$ cat config.mk
export PLATFORM = sky130hd
export DESIGN_NAME = des_key_schedule
export DESIGN_NICKNAME = d
export VERILOG_FILES = /design/src/rtl/des_key_schedule.sv
export SDC_FILE = /design/constraint.sdc
export NUM_CORES = 1
export LEC_CHECK = 0
export ABC_AREA = 1
export ABC_CLOCK_PERIOD_IN_PS = 1800
export BUFFER_PORTS_ARGS = -buffer_cell sky130_fd_sc_hd__buf_4
export CAP_MARGIN = 20
export CORE_ASPECT_RATIO = 2
export CORE_MARGIN = 2
export CORE_UTILIZATION = 45
export CTS_CLUSTER_DIAMETER = 100
export DETAILED_ROUTE_END_ITERATION = 8
export GPL_TIMING_DRIVEN = 0
export HOLD_SLACK_MARGIN = 0.12
export PLACE_DENSITY = 0.74
export SETUP_SLACK_MARGIN = 0.2
export SYNTH_ARGS = -nofsm -noshare
export SYNTH_HDL_FRONTEND = slang
export SYNTH_SLANG_ARGS = --single-unit
$ cat constraint.sdc
create_clock -name clk -period 1.8 [get_ports clk]
set_clock_uncertainty 0.1 [all_clocks]
set_input_delay 0.09 -clock clk [delete_from_list [all_inputs] [get_ports clk]]
set_output_delay 0.09 -clock clk [all_outputs]
set_load 0.05 [all_outputs]
$ cat src/rtl/des_key_schedule.sv
// DES key schedule: loads C/D from PC-1 of the key, rotates per round and
// compresses through PC-2 into a valid/ready stream of 16 round keys.
// Build option: define DES_KS_DECRYPT_EN to honour the decrypt input and
// emit K16..K1 via right rotations; otherwise the order is always K1..K16.

// PC-2 compression: 56-bit CD (input bit k-1 = CD bit k) to 48-bit round key.
module des_pc2 (
  input  logic [55:0] i_cd,
  output logic [47:0] o_k
);
  // Source CD bit (1-based) for each subkey bit 1..48.
  localparam int unsigned PC2_TAB [48] = '{
    14, 17, 11, 24,  1,  5,  3, 28, 15,  6, 21, 10,
    23, 19, 12,  4, 26,  8, 16,  7, 27, 20, 13,  2,
    41, 52, 31, 37, 47, 55, 30, 40, 51, 45, 33, 48,
    44, 49, 39, 56, 34, 53, 46, 42, 50, 36, 29, 32
  };

  genvar gi;
  generate
    for (gi = 0; gi < 48; gi++) begin : g_pc2
      // Subkey bit gi+1 sits at o_k[47-gi].
      assign o_k[47-gi] = i_cd[PC2_TAB[gi]-1];
    end
  endgenerate
endmodule

module des_key_schedule (
  input  logic        clk,
  input  logic        rst,
  input  logic        key_valid,
  input  logic [63:0] key_in,
  input  logic        decrypt,
  output logic        key_ready,
  output logic [47:0] subkey,
  output logic        subkey_valid,
  input  logic        subkey_ready,
  output logic [3:0]  round,
  output logic        last
);
  typedef enum logic {IDLE = 1'b0, RUN = 1'b1} state_t;

  // Source key bit (1-based) for each CD bit 1..56.
  localparam int unsigned PC1_TAB [56] = '{
    57, 49, 41, 33, 25, 17,  9,  1, 58, 50, 42, 34, 26, 18,
    10,  2, 59, 51, 43, 35, 27, 19, 11,  3, 60, 52, 44, 36,
    63, 55, 47, 39, 31, 23, 15,  7, 62, 54, 46, 38, 30, 22,
    14,  6, 61, 53, 45, 37, 29, 21, 13,  5, 28, 20, 12,  4
  };

  // Bit i set means round i+1 rotates by one place, otherwise by two.
  localparam logic [15:0] ONE_SHIFT = 16'h8103;

  state_t      r_state;
  state_t      w_state_next;
  logic [55:0] r_cd;        // r_cd[55] = CD bit 1; C = r_cd[55:28], D = r_cd[27:0]
  logic [3:0]  r_round;
  logic [55:0] w_pc1;
  logic [55:0] w_cd_rotl;
  logic [55:0] w_cd_step;
  logic [55:0] w_pc2_src;
  logic [55:0] w_pc2_in;
  logic [47:0] w_subkey;
  logic        w_key_hs;
  logic        w_sub_hs;

  genvar gi;
  generate
    for (gi = 0; gi < 56; gi++) begin : g_pc1
      // CD bit gi+1 from key bit PC1_TAB[gi]; key bit b lives at key_in[64-b].
      assign w_pc1[55-gi] = key_in[64-PC1_TAB[gi]];
    end
    for (gi = 0; gi < 56; gi++) begin : g_pc2_map
      // PC-2 block expects CD bit k on its input bit k-1.
      assign w_pc2_in[gi] = w_pc2_src[55-gi];
    end
  endgenerate

  // Left rotation of both halves by the current round's shift amount.
  assign w_cd_rotl = ONE_SHIFT[r_round]
                   ? {r_cd[54:28], r_cd[55],    r_cd[26:0], r_cd[27]}
                   : {r_cd[53:28], r_cd[55:54], r_cd[25:0], r_cd[27:26]};

`ifdef DES_KS_DECRYPT_EN
  logic        r_decrypt;
  logic [3:0]  w_rev_idx;
  logic [55:0] w_cd_rotr;

  // Undo the rotation that produced the subkey just emitted.
  assign w_rev_idx = 4'd15 - r_round;
  assign w_cd_rotr = ONE_SHIFT[w_rev_idx]
                   ? {r_cd[28],    r_cd[55:29], r_cd[0],   r_cd[27:1]}
                   : {r_cd[29:28], r_cd[55:30], r_cd[1:0], r_cd[27:2]};

  // Encrypt forms Ki from the rotated value; decrypt starts from C16D16 = C0D0.
  assign w_pc2_src = r_decrypt ? r_cd : w_cd_rotl;
  assign w_cd_step = r_decrypt ? w_cd_rotr : w_cd_rotl;

  // Direction is captured with the key and held for the whole sequence.
  always_ff @(posedge clk) begin
    if (rst) begin
      r_decrypt <= 1'b0;
    end else if (w_key_hs) begin
      r_decrypt <= decrypt;
    end
  end
`else
  logic w_unused_decrypt;

  assign w_unused_decrypt = decrypt;
  assign w_pc2_src        = w_cd_rotl;
  assign w_cd_step        = w_cd_rotl;
`endif

  des_pc2 u_pc2 (
    .i_cd (w_pc2_in),
    .o_k  (w_subkey)
  );

  // Next-state and handshake decode; outputs default to the idle view.
  always_comb begin
    w_state_next = r_state;
    key_ready    = 1'b0;
    subkey_valid = 1'b0;
    w_key_hs     = 1'b0;
    w_sub_hs     = 1'b0;
    case (r_state)
      IDLE: begin
        key_ready = 1'b1;
        w_key_hs  = key_valid;
        if (key_valid) begin
          w_state_next = RUN;
        end
      end
      RUN: begin
        subkey_valid = 1'b1;
        w_sub_hs     = subkey_ready;
        if (subkey_ready && (r_round == 4'd15)) begin
          w_state_next = IDLE;
        end
      end
      default: w_state_next = IDLE;
    endcase
  end

  // State register; reset wins over any handshake in the same cycle.
  always_ff @(posedge clk) begin
    if (rst) begin
      r_state <= IDLE;
    end else begin
      r_state <= w_state_next;
    end
  end

  // C/D and round counter: load on key accept, step on each subkey accept.
  always_ff @(posedge clk) begin
    if (rst) begin
      r_cd    <= '0;
      r_round <= '0;
    end else if (w_key_hs) begin
      r_cd    <= w_pc1;
      r_round <= '0;
    end else if (w_sub_hs) begin
      r_cd    <= w_cd_step;
      r_round <= r_round + 4'd1;
    end
  end

  assign subkey = w_subkey;
  assign round  = r_round;
  assign last   = subkey_valid && (r_round == 4'd15);

endmodule

==> reports/qor.csv, run 1 <==
metric,value,unit
overflow,0,
fmax,633,MHz
die_h,124,µm
drt_iter0_drc,453,
synthCells,517,
grt_max_degree,11,
core,6990,µm²
die_x,64.1,µm
drive_gt1_frac,0.281,
grt_use_met2,0.580,
cts_root_buffer,clkbuf_16,
layout_common_cells,"nand2_1 (270), buf_4 (73), dlygate4sd3_1 (59), dfxtp_1 (59), a31oi_1 (50)",
seq_area_frac_synth,0.381,
fin_tns_setup,0,ns
track_usage,0.312,
place.gp.congestion,0.849,
outcome,finished clean,
grt_pass1_vias,4220,
critPathSlowestCell,dfxtp_2,
first_pass_iters,5,
antenna_left,0,
crit_arrival,1.39,ns
total_power,4.30,mW
areaGrowthSynthToFinish,70.3,%
ir_worst_vdd,548,µV
synth_warnings,0,
yosys.cell_types.count,25,
netlist_area,3250,µm²
io_pins,124,
drc_errors,0,
relSlewSlack,0.644,
placed_cell_area,4270,µm²
critical_path.startpoint_type,flop,
final_util,0.792,
cts_buffers,9,
fillers,477,
nets,772,
grtUsageMet1,0.324,
port_buffers,114,
grt.met3_usage,0.0488,
vias_per_cell,5.45,
grt_pass1_wl,19600,µm
routed_wl,12800,µm
maxCapViolations,0,
max_stage_delay,0.32,ns
syn_nets,587,
final-hold-violation-count,0,
dp_hpwl,8030,µm
n_antenna_cell,0,
multi_input_area,1870,µm²
final_max_slew_viol_count,0,
worst_hold_path_type,input pin to flop,
setup_viol,0,
ys_seq_elements,62,
path_cells,"buf_8, inv_8, buf_12, nand2_1, o21ai_4, buf_6",
finalCritPeriodShare,0.877,
wl_per_cell,16.2,µm
htreeDepth,3,
worstMarginPinSlew,0.534,ns
required,1.61,ns
row_count,43,
die_area,7970,µm²
busiest_layer,met2,
design_area,5540,µm²
cts_tree,done,
avgSynthCellArea,6.29,µm²
clock_sinks,62,
worstSetupEndpointType,output pin,
start_util,0.465,
antenna_found_initial,0,
crit_type,flop to output pin,
period_minus_slack,1.58,ns
power.leakage,2.47,nW
power_density,776,nW/µm²
rsz0062_at_grt,yes,
worstPathMaxFanout,10,
clkTransAtPathRegs,0.05,ns
clk_latency,0.33,ns
regArea,1250,µm²
layout_commonest_cell,nand2_1,
vias,4330,
clock_path_buffers,2,
hold-worst-slack,0.281,ns
==> final timing paths <==
kind | slack, ns | end | cells past startpoint | from
setup / recovery | 0.22 | subkey[24] | 6 | flop
setup reg to reg | 0.27 | r_cd[42] | 7 | r_state
hold reg to reg | 0.39 | r_cd[32] | 2 | r_cd[32]
hold / removal | 0.28 | r_cd[27] | 3 | rst
==> through the flow <==
stage / worst slack [ns] / cells
6_report: 0.221 / 795
5_1_grt: 0.122 / 795
3_5_place_dp: 0.0998 / 721
2_1_floorplan: 0.00583 / 517
4_1_cts: 0.204 / 794
3_3_place_gp: 0.107 / 721
==> synth_stat cells (all sizes together) <==
library cell | count | area [µm²]
buf | 22 | 139
a22oi | 2 | 15.0
dfxtp | 62 | 1240
ha | 1 | 12.5
a21oi | 3 | 15.0
a211oi | 3 | 22.5
o21ai | 27 | 135
and2 | 1 | 6.26
clkbuf | 11 | 41.3
a31oi | 50 | 313
o211ai | 5 | 37.5
nand4 | 1 | 6.26
or2 | 4 | 25.0
nand3 | 6 | 30.0
nor2 | 10 | 40.0
nand2 | 286 | 1080
inv | 23 | 91.3
==> cells by family (layout without fill, tap and decap cells) <==
logic type / after synthesis / in the layout / share of synthesized area
AO/OA/AOI/OAI: 90 / 90 / 0.165
buffers and inverters: 56 / 244 / 0.0834
flip-flops: 62 / 62 / 0.381
adder cells (fa/ha/maj): 1 / 1 / 0.00384
AND/OR/NAND/NOR: 308 / 308 / 0.366
==> final cells by class <==
class                      instances  area share
multi-input combinational        399       0.338
tap                               90      0.0203
sequential                        62       0.225
timing repair buffer             174       0.295
buffer                            33      0.0535
inverter                          23      0.0185
clock inverter                     1    0.000903
clock buffer                      13      0.0488
==> sequential cells by signal, summed over array words and instances, names as in the netlist, named ones only <==
register	cells
r_cd	56
r_state	1
round	4
==> worst max-delay path: cells and delay by family, from the launching register on <==
kind                   cells  cell delay (ns)
and+or+nand+nor            1             0.09
AOI/OAI and AO/OA          1             0.08
DFF                        1             0.32
buffers and inverters      4             0.55
==> repair_timing <==
item,in CTS,in global routing
setup buffers,0,1
gates resized for setup,56,63
endpoints found under the hold margin,62,0
hold buffers,59,0
pin swaps,0,1
cloned,0,0
setup endpoints to repair,60,104
==> layer usage <==
metal | vias to the layer above | routed length (µm) | share of wire
met5 | - | 0 | 0
met3 | 40 | 656 | 0.051
li1 | 2040 | - | -
met2 | 179 | 7170 | 0.56
met4 | 0 | 468 | 0.036
met1 | 2071 | 4560 | 0.35
==> power breakdown <==
group	internal [mW]	switching, mW
registers	1.46	0.0698
clock network	1.03	0.590
logic	0.470	0.684
(Power assumes the default switching activity.)
==> run 2, diff against run 1 <==
--- a/config.mk
+++ b/config.mk
@@ -12,12 +12,12 @@
 export CORE_ASPECT_RATIO = 2
 export CORE_MARGIN = 2
 export CORE_UTILIZATION = 45
-export CTS_CLUSTER_DIAMETER = 100
+export CTS_CLUSTER_DIAMETER = 80
 export DETAILED_ROUTE_END_ITERATION = 8
 export GPL_TIMING_DRIVEN = 0
 export HOLD_SLACK_MARGIN = 0.12
 export PLACE_DENSITY = 0.74
-export SETUP_SLACK_MARGIN = 0.2
+export SETUP_SLACK_MARGIN = 0.3
 export SYNTH_ARGS = -nofsm -noshare
 export SYNTH_HDL_FRONTEND = slang
 export SYNTH_SLANG_ARGS = --single-unit
==> reports/qor.csv, run 2 (synthesis results as in run 1) <==
metric,value,unit,change
outcome,finished clean,,unchanged
fillers,388,,was 477
required,1.61,ns,about the same
clkTransAtPathRegs,0.05,ns,about the same
finalCritPeriodShare,0.888,,was 0.877
overflow,0,,unchanged
cts_root_buffer,clkbuf_16,,unchanged
worstSetupEndpointType,output pin,,unchanged
final-hold-violation-count,0,,unchanged
grt_pass1_wl,20700,µm,"was 19,600 µm"
p_sw_frac,0.323,,was 0.312
reg2reg_slack,0.27,ns,about the same
regMostFlops,r_cd,,unchanged
top_layer,met4,,unchanged
maxCapViolations,0,,unchanged
vias_per_cell,5.58,,was 5.45
fin_tns_setup,0,ns,unchanged
layout_commonest_cell,nand2_1,,unchanged
path_cells,"buf_12, inv_16, buf_8, nand2_1, nand2_1, buf_6",,"was buf_8, inv_8, buf_12, nand2_1, o21ai_4, buf_6"
clk_latency,0.34,ns,was 0.33 ns
max_stage_delay,0.32,ns,about the same
core,6990,µm²,unchanged
die_x,64.1,µm,unchanged
clock_sinks,62,,unchanged
final_max_slew_viol_count,0,,unchanged
n_antenna_cell,0,,unchanged
die_h,124,µm,unchanged
grt_pass1_vias,4420,,"was 4,220"
switching_power,1.41,mW,was 1.34 mW
antenna_left,0,,unchanged
worstMarginPinSlew,0.568,ns,was 0.534 ns
worst_hold_path_type,input pin to flop,,unchanged
areaGrowthSynthToFinish,83.7,%,was 70.3%
drc_errors,0,,unchanged
power.leakage,2.61,nW,was 2.47 nW
placed_cell_area,4340,µm²,was 4270 µm²
final_util,0.855,,was 0.792
p_int,2.95,mW,was 2.96 mW
drive_gt1_frac,0.335,,was 0.281
first_pass_iters,5,,unchanged
largest_reg_flops,56,,unchanged
ir_worst_vdd,533,µV,was 548 µV
critical_path.startpoint_type,flop,,unchanged
worstPathMaxFanout,10,,unchanged
nets,784,,was 772
power_density,728,nW/µm²,was 776 nW/µm²
io_pins,124,,unchanged
cts_buffers,9,,unchanged
htreeDepth,3,,unchanged
crit_arrival,1.41,ns,was 1.39 ns
period_minus_slack,1.60,ns,was 1.58 ns
cts_tree,done,,unchanged
dp_hpwl,8100,µm,was 8030 µm
setup_viol,0,,unchanged
fmax,626,MHz,was 633 MHz
clock_path_buffers,2,,unchanged
layout_common_cells,"nand2_1 (242), buf_4 (75), dlygate4sd3_1 (59), dfxtp_1 (58), a31oi_1 (50)",,"was nand2_1 (270), buf_4 (73), dlygate4sd3_1 (59), dfxtp_1 (59), a31oi_1 (50)"
place.gp.congestion,0.873,,was 0.849
clkPwrFrac,0.357,,was 0.375
drt_iter0_drc,448,,was 453
dr_wl_met2,7480,µm,was 7170 µm
start_util,0.465,,unchanged
routed_wl,14100,µm,"was 12,800 µm"
drt-met1-wl,4840,µm,was 4560 µm
port_buffers,114,,unchanged
path_buf_inv,4,,unchanged
share_comb_of_total_power,0.288,,was 0.268
design_area,5980,µm²,was 5540 µm²
track_usage,0.331,,was 0.312
row_count,43,,unchanged
crit_family,buffers and inverters,,unchanged
die_area,7970,µm²,unchanged
hold-worst-slack,0.186,ns,was 0.281 ns
route.met3.wl,947,µm,was 656 µm
wl_per_cell,17.5,µm,was 16.2 µm
vias,4504,,"was 4,330"
grt_max_degree,11,,unchanged
p_seq_frac,0.354,,was 0.357
rsz0062_at_grt,yes,,unchanged
crit_top_cell,nand2_1,,
relSlewSlack,0.622,,was 0.644
crit_type,flop to output pin,,unchanged
critPathSlowestCell,dfxtp_2,,unchanged
antenna_found_initial,0,,unchanged
-- run 2: changes by cell type in the layout (fill, tap and decap cells not counted), sizes merged --
cell	delta
clkbuf	+8
clkinv	+1
buf	+2
inv	+1
-- run 2: worst register-to-register path, stage by stage (launching register included) --
cell and delay [ns]:
dfxtp_4 0.37, buf_4 0.14, nor2_4 0.23, clkbuf_4 0.28, nand2_1 0.10, a31oi_1 0.23
-- run 2: layer usage --
layer / vias up / GRT usage
li1: 2075 / -
met2: 241 / 0.606
met3: 73 / 0.0678
met4: 0 / 0.179
met5: - / 0
met1: 2115 / 0.337
-- run 2: power groups by stage --
| stage | sequential [mW] | clock, mW | combinational, mW |
|---|---|---|---|
| 2_1_floorplan | 1.55 | 0 | 0.611 |
| 3_3_place_gp | 1.55 | 0 | 0.937 |
| 3_5_place_dp | 1.56 | 0 | 0.944 |
| 4_1_cts | 1.53 | 1.55 | 1.14 |
| 5_1_grt | 1.55 | 1.60 | 1.32 |
| 6_report | 1.54 | 1.55 | 1.25 |
-- run 2: final cells by class --
class,instances,area [µm²],area share
inverters,23,116,0.0195
repair buffers,185,1860,0.312
repair inverters,1,6.26,0.00105
clock buffers,12,246,0.0412
well taps,90,113,0.0188
clock inverters,2,10.0,0.00167
plain buffers,33,349,0.0584
flip-flops and latches,62,1250,0.209
multi-input cells,399,2020,0.339
-- run 2: path summary, 6_finish.rpt --
| check | from | end | cells past startpoint |
|---|---|---|---|
| setup reg to reg | r_state | r_cd[17] | 5 |
| hold / removal | subkey_ready | round[1] | 6 |
| setup / recovery | flop | subkey[28] | 6 |
| hold reg to reg | r_cd[53] | r_cd[53] | 2 |
-- run 2: through the flow --
step           setup WS [ns]  power, mW  std cells
3_5_place_dp           0.123       2.50        721
5_1_grt                0.170       4.46        807
6_report               0.202       4.35        807
2_1_floorplan          0.137       2.16        517
4_1_cts                0.232       4.22        796
3_3_place_gp           0.142       2.49        721
-- run 2: what timing repair did --
action,CTS,global route
hold buffers,59,0
gates resized for setup,108,80
cloned,1,4
endpoints found under the setup margin,83,106
pin swaps,1,8
buffers inserted,1,7
endpoints found under the hold margin,62,0
